File: src/rtl/gpu_tri_scan_ctrl.sv
// Triangle scan sequencer: places the pixel scanner at the bounding-box
// origin, walks each scanline in serpentine order two pixels at a time and
// hands every inside pair to the pixel pipeline over a valid/ready handshake.
// Scanner strobes are decoded combinationally from the state and inputs so a
// pair can be accepted and the scanner advanced in the same cycle.
module gpu_tri_scan_ctrl (
    input  logic        i_clk,
    input  logic        i_nrst,
    input  logic        i_start,
    input  logic        i_abort,
    input  logic [11:0] i_minTriX,
    input  logic [11:0] i_maxTriX,
    input  logic [11:0] i_maxTriY,
    input  logic [11:0] i_pixelX,
    input  logic [11:0] i_nextLineY,
    input  logic        i_pairInside,
    input  logic        i_dir,
    input  logic        i_pixelFound,
    input  logic        i_completedOneDir,
    output logic        o_loadNext,
    output logic [2:0]  o_selNextX,
    output logic [2:0]  o_selNextY,
    output logic        o_resetDir,
    output logic        o_switchDir,
    output logic        o_setPixelFound,
    output logic        o_setDirComplete,
    output logic        o_resetPixelFound,
    output logic        o_pairValid,
    input  logic        i_pairReady,
    output logic        o_busy,
    output logic        o_done
);

    localparam logic [2:0] X_ASIS       = 3'd0;
    localparam logic [2:0] X_TRI_NEXT   = 3'd1;
    localparam logic [2:0] X_TRI_BBLEFT = 3'd4;
    localparam logic [2:0] Y_ASIS       = 3'd0;
    localparam logic [2:0] Y_TRI_START  = 3'd3;
    localparam logic [2:0] Y_TRI_NEXT   = 3'd4;

    typedef enum logic [2:0] {
        S_IDLE     = 3'd0,
        S_START    = 3'd1,
        S_SETTLE   = 3'd2,
        S_SCAN     = 3'd3,
        S_NEXTLINE = 3'd4,
        S_DONE     = 3'd5
    } state_t;

    state_t state_q;
    state_t state_d;

    // Pair coordinates: bit 0 selects the pixel inside a pair and is ignored.
    logic signed [10:0] px_pair_s;
    logic signed [10:0] min_pair_s;
    logic signed [10:0] max_pair_s;
    logic               at_edge_s;
    logic               last_line_s;

    logic       load_s;
    logic [2:0] sel_x_s;
    logic [2:0] sel_y_s;
    logic       reset_dir_s;
    logic       switch_dir_s;
    logic       set_found_s;
    logic       set_dir_done_s;
    logic       reset_found_s;
    logic       pair_valid_s;

    assign px_pair_s   = i_pixelX[11:1];
    assign min_pair_s  = i_minTriX[11:1];
    assign max_pair_s  = i_maxTriX[11:1];
    assign at_edge_s   = i_dir ? (px_pair_s <= min_pair_s) : (px_pair_s >= max_pair_s);
    assign last_line_s = ($signed(i_nextLineY) > $signed(i_maxTriY));

    // Next-state and scanner strobe decode; abort overrides everything.
    always_comb begin
        state_d        = state_q;
        load_s         = 1'b0;
        sel_x_s        = X_ASIS;
        sel_y_s        = Y_ASIS;
        reset_dir_s    = 1'b0;
        switch_dir_s   = 1'b0;
        set_found_s    = 1'b0;
        set_dir_done_s = 1'b0;
        reset_found_s  = 1'b0;
        pair_valid_s   = 1'b0;
        case (state_q)
            S_IDLE: begin
                if (i_start) begin
                    reset_dir_s = 1'b1;
                    load_s      = 1'b1;
                    sel_x_s     = X_TRI_BBLEFT;
                    sel_y_s     = Y_TRI_START;
                    state_d     = S_START;
                end else begin
                    state_d = S_IDLE;
                end
            end
            S_START:  state_d = S_SETTLE;
            S_SETTLE: state_d = S_SCAN;
            S_SCAN: begin
                if (i_pairInside) begin
                    pair_valid_s = 1'b1;
                    if (i_pairReady) begin
                        set_found_s = 1'b1;
                        if (at_edge_s) begin
                            state_d = S_NEXTLINE;
                        end else begin
                            load_s  = 1'b1;
                            sel_x_s = X_TRI_NEXT;
                        end
                    end else begin
                        state_d = S_SCAN;
                    end
                end else if (i_pixelFound) begin
                    state_d = S_NEXTLINE;
                end else if (!at_edge_s) begin
                    load_s  = 1'b1;
                    sel_x_s = X_TRI_NEXT;
                end else if (!i_completedOneDir) begin
                    // Nothing seen yet: re-walk this line the other way.
                    set_dir_done_s = 1'b1;
                    switch_dir_s   = 1'b1;
                    state_d        = S_SETTLE;
                end else begin
                    state_d = S_NEXTLINE;
                end
            end
            S_NEXTLINE: begin
                if (last_line_s) begin
                    state_d = S_DONE;
                end else begin
                    // Keep X and reverse direction for serpentine order.
                    load_s        = 1'b1;
                    sel_y_s       = Y_TRI_NEXT;
                    switch_dir_s  = 1'b1;
                    reset_found_s = 1'b1;
                    state_d       = S_SETTLE;
                end
            end
            S_DONE:  state_d = S_IDLE;
            default: state_d = S_IDLE;
        endcase
        if (i_abort) begin
            state_d        = S_IDLE;
            load_s         = 1'b0;
            sel_x_s        = X_ASIS;
            sel_y_s        = Y_ASIS;
            reset_dir_s    = 1'b0;
            switch_dir_s   = 1'b0;
            set_found_s    = 1'b0;
            set_dir_done_s = 1'b0;
            reset_found_s  = 1'b0;
            pair_valid_s   = 1'b0;
        end else begin
            state_d = state_d;
        end
    end

    // State register.
    always_ff @(posedge i_clk or negedge i_nrst) begin
        if (!i_nrst) begin
            state_q <= S_IDLE;
        end else begin
            state_q <= state_d;
        end
    end

    assign o_loadNext        = load_s;
    assign o_selNextX        = sel_x_s;
    assign o_selNextY        = sel_y_s;
    assign o_resetDir        = reset_dir_s;
    assign o_switchDir       = switch_dir_s;
    assign o_setPixelFound   = set_found_s;
    assign o_setDirComplete  = set_dir_done_s;
    assign o_resetPixelFound = reset_found_s;
    assign o_pairValid       = pair_valid_s;
    assign o_busy            = (state_q != S_IDLE);
    assign o_done            = (state_q == S_DONE);

endmodule

File: config.mk
export PLATFORM = sky130hd
export DESIGN_NAME = gpu_tri_scan_ctrl
export DESIGN_NICKNAME = d
export VERILOG_FILES = /design/src/rtl/gpu_tri_scan_ctrl.sv
export SDC_FILE = /design/constraint.sdc
export NUM_CORES = 1
export LEC_CHECK = 0
export CAP_MARGIN = 20
export CORE_ASPECT_RATIO = 0.7
export CORE_MARGIN = 2
export CORE_UTILIZATION = 39
export CTS_CLUSTER_SIZE = 8
export DETAILED_ROUTE_END_ITERATION = 10
export PLACE_DENSITY_LB_ADDON = 0.1
export SYNTH_ARGS = -nofsm -noshare
export SYNTH_HDL_FRONTEND = slang
export SYNTH_SLANG_ARGS = --single-unit
export TNS_END_PERCENT = 30
File: constraint.sdc
create_clock -name i_clk -period 4.4 [get_ports i_clk]
set_clock_uncertainty 0.15 [all_clocks]
set_input_delay 0.88 -clock i_clk [delete_from_list [all_inputs] [get_ports i_clk]]
set_output_delay 0.88 -clock i_clk [all_outputs]
set_load 0.03 [all_outputs]
# Word-level counts from Yosys, hierarchy flattened

Cells that the tools add are included.

Add/subtract/negate cells: 0
Multiply operators: 0
Div/mod/pow operators: 0
Order comparisons: 3
Eq/ne operators: 7
Shift operators: 0
Muxes and demuxes: 49
Bitwise operators: 0
Reductions and logical operators: 3

Operators with widths:

| operator                                                               | number |
|---|---|
| 3-bit two-way mux                                                      | 13 |
| 1-bit two-way mux                                                      | 30 |
| 3-bit one-hot mux with 5 select lines                                  | 1 |
| 12-bit greater-than comparator                                         | 1 |
| 3-bit one-hot mux with 2 select lines                                  | 2 |
| 11-bit greater-or-equal comparator                                     | 1 |
| 11-bit less-or-equal comparator                                        | 1 |
| 5-bit inequality test (second input constant)                          | 2 |
| 3-bit by 2-bit equality test with 1-bit output (second input constant) | 2 |
| 3-bit equality test (second input constant)                            | 2 |
| 3-bit by 1-bit equality test with 1-bit output (second input constant) | 1 |
| 3-bit logical NOT                                                      | 1 |
| 1-bit one-hot mux with 3 select lines                                  | 1 |
| 3-bit nonzero test                                                     | 1 |
| 2-bit two-way mux                                                      | 1 |
| 1-bit one-hot mux with 2 select lines                                  | 1 |
| 2-bit AND reduction                                                    | 1 |

Register bits: 3
Latch bits: 0
Bits in writable memories: 0
Memory bits (read-only): 0
Output and inout bits: 15
Logic and storage cells: 63
Memories kept: 0

# Logic depth before layout (Yosys ltp)

Depth in word-level cells: 7
Depth in mapped cells: 8
Mapped depth without buffers: 8

# Worst setup path after synthesis

No wires, ideal clock.

Path kind: in2out
From: input i_maxTriX[11]
To: output o_switchDir
Data arrival time: 2,759 ps
Required time: 3,370 ps
Path slack: 611 ps
Stages: 8
Buffers on the path: 0
Cells stage by stage: inv_1 -> ha_1 -> nand3_2 -> nor3_2 -> a41o_1 -> and4b_4 -> or3_1 -> o22ai_1

Cells in the longest elaborated chain, start to end: 7

RTL lines:

| element                               | RTL line | RTL |
|---|---|---|
| start, declared                       | 12       | `input logic [11:0] i_maxTriX,` |
| 11-bit greater-or-equal comparator    | 73       | `assign at_edge_s = i_dir ? (px_pair_s <= min_pair_s) : (px_pair_s >= max_pair_s);` |
| 1-bit two-way mux                     | 73       |  |
| 1-bit two-way mux                     | 118      | `end else if (!at_edge_s) begin` |
| 1-bit two-way mux                     | 116      | `end else if (i_pixelFound) begin` |
| 1-bit two-way mux                     | 103      | `if (i_pairInside) begin` |
| 1-bit one-hot mux with 2 select lines | 88       | `case (state_q)` |
| 1-bit two-way mux                     | 145      | `if (i_abort) begin` |
| end, declared                         | 24       | `output logic o_switchDir,` |

No other way between the ends.

# Worst setup path in the final report

From: input i_maxTriX[3]
To: output o_switchDir

Same word-level chain as after synthesis.

==> reports/qor.yml <==
status: "finished, final reports clean"
hold_viol_final: 0
yosys.area.top_type: "ha_1"
period_share_pct: 95.9
firstDrtPassIters: 4
fin_tns_setup_ps: 0
synthXorXnorAreaFrac_pct: 0
ff_latch_area_um2: 75.1
synth_compound_area_share_pct: 22.0
synth_top_family_by_area: "adder cells"
yosys_register_bits: 3
synth_area_leaders: "ha_1 34%, inv_1 11%, dfrtp_1 6.0%"
ios: 84
powerDensity_nw_per_um2: 142
grt_setup_unrepaired: "no"
synth_edf_count: 0
synthSimpleGateAreaFrac_pct: 22.7
synthCells: 173
syn_avg_cell_area_um2: 7.26
ys_top_cells_by_count: "38 x inv_1, 34 x ha_1, 14 x nand2_1"
clkSlewWorstSetupHoldPaths_ps: 30
die_w_um: 71.8
post_drt_via_cell_ratio: 4.92
grt_pass1_wl_mm: 5.44
dieArea_um2: 3700
synth_cell_type_count: 45
globalplace.congestion: 0.775
clock-sinks: 3
maxSlewViolCount: 0
post-route-drc-count: 0
cts_setup_buffers: 0
synthToLayoutAreaGrowth_pct: 66.4
nets: 355
start_util_pct: 40.5
total_leakage_power_nw: 1.04
numCtsBuffers: 3
worst_setup_path_end_kind: "primary output"
wirelength_mm: 3.21
muxShareOfSynthArea_pct: 1.10
crit_type: "in -> out"
ys_async_sr_fraction_pct: 100
coreArea_um2: 3110
syn-num-nets: 276
via_count: 1421
crit_required_ps: 3370
synth_most_common_cell: "inv_1"
layout-drive-gt1-share_pct: 6.77
fmax_mhz: 237
ys.flop_type: "dfrtp_1"
ys_warn_count: 0
grt_max_degree: 12
reg.largest.list: "state_q x3"
synth_fa_ha_area_share_pct: 33.9
htree_levels: 1
synth-seq-area-share_pct: 5.98
worst_hold_path_type: "reg -> reg"
root_buffer: "clkbuf_8"
arrival_ps: 3190
cts_tree: "yes"
antenna_found_initial: 0
peakVddDrop_v: 0.0000888
finalSetupViolCount: 0
clock_path_buffers: 2
n_antenna_cell: 0
synth_area_um2: 1260
path_max_fanout: 3
die_h_um: 51.5
grt_use_total_pct: 18.2
row_count: 17
portBuffers: 79
period_needed_ps: 4220
hold_buffers: 0
postCtsResizedCells: 0
fill_cells: 267
multi_input_area_um2: 1000
avgRoutedWirePerCell_um: 11.1
grt_pass1_vias: 1300
worst_setup_path_start_kind: "primary input"
gr-total-overflow: 0
dp_hpwl_mm: 2.82
cap_violations: 0
dr.first_iter.drc_count: 58
postRouteAntennaNets: 0
largest_reg_flops: 3
synth_top_area_share_pct: 33.9
top_register: "state_q"
power_uw: 298
clk_latency_ps: 220
## where the power goes
group          switching [mW]  internal, mW  total [mW]
Sequential            0.00379        0.0296      0.0334
Clock                  0.0201        0.0619      0.0820
Combinational          0.0804         0.102       0.182
## cells in the final DEF, fill, tap and decap left out, drive strengths merged, types with 2 or more instances in the layout
cell type,synthesis,final
nand4,4,4
a21o,3,3
nand3,6,6
o21ai,8,8
a21oi,13,13
clkbuf,1,4
clkdlybuf4s50,0,73
ha,34,34
or3,2,2
dfrtp,3,3
o31ai,2,2
buf,4,6
and2,2,2
nand2,14,14
nor2,6,6
a211oi,3,3
inv,38,38
nor3,8,8
## metrics by stage
step                hold slack [ps]  setup WS [ps]  cell area [µm²]  utilization (%)  cells
finish                          568            179             2090             67.3    289
global route                    621           15.9             2090             67.3    289
detailed placement              548            188             2050             65.9    285
floorplan                       375            611             1260                -    173
CTS                             565            174             2090             67.3    289
global placement                554            231             2050             65.9    285
## cell families (layout without fill, tap and decap cells)
logic type                 Yosys count  count (layout)
other                                1               1
adders and majority gates           34              34
and+or+nand+nor                     51              51
DFF                                  3               3
AOI/OAI and AO/OA                   40              40
muxes                                1               1
buffers and inverters               43             121
## layout make-up
class,instances,area share (%)
inverter,38,6.82
tap,38,2.27
sequential,3,3.59
clock buffer,4,2.15
timing repair buffer,79,37.1
multi-input combinational,127,48.1
## path summary, 6_finish.rpt
path | startpoint | to | slack (ps) | cells after the start
max in group asynchronous | i_nrst | state_q[2] | 3260 | 1
min in group asynchronous | i_nrst | state_q[1] | 690 | 1
worst min register to register | state_q[2] | state_q[0] | 570 | 1
worst max register to register | state_q[0] | state_q[2] | 2820 | 5
worst min-delay path | state_q[2] | state_q[0] | 570 | 1
worst max-delay path | i_maxTriX[3] | o_switchDir | 180 | 10
## worst max-delay path, cell delays in order
cell             delay [ps]
clkdlybuf4s50_1         450
inv_1                    40
ha_1                    330
a21oi_1                 170
o21ai_1                  90
a221oi_1                360
nor3_1                  140
or3_1                   410
o22ai_1                 130
buf_4                   190
## per-layer routing
metal  part of all wire [%]  track usage, %
met1                     52            27.7
met3                    9.7            4.54
met2                     37            25.6
met4                   0.72            3.14
met5                      0               0
Power figures use the tool's default switching activity.
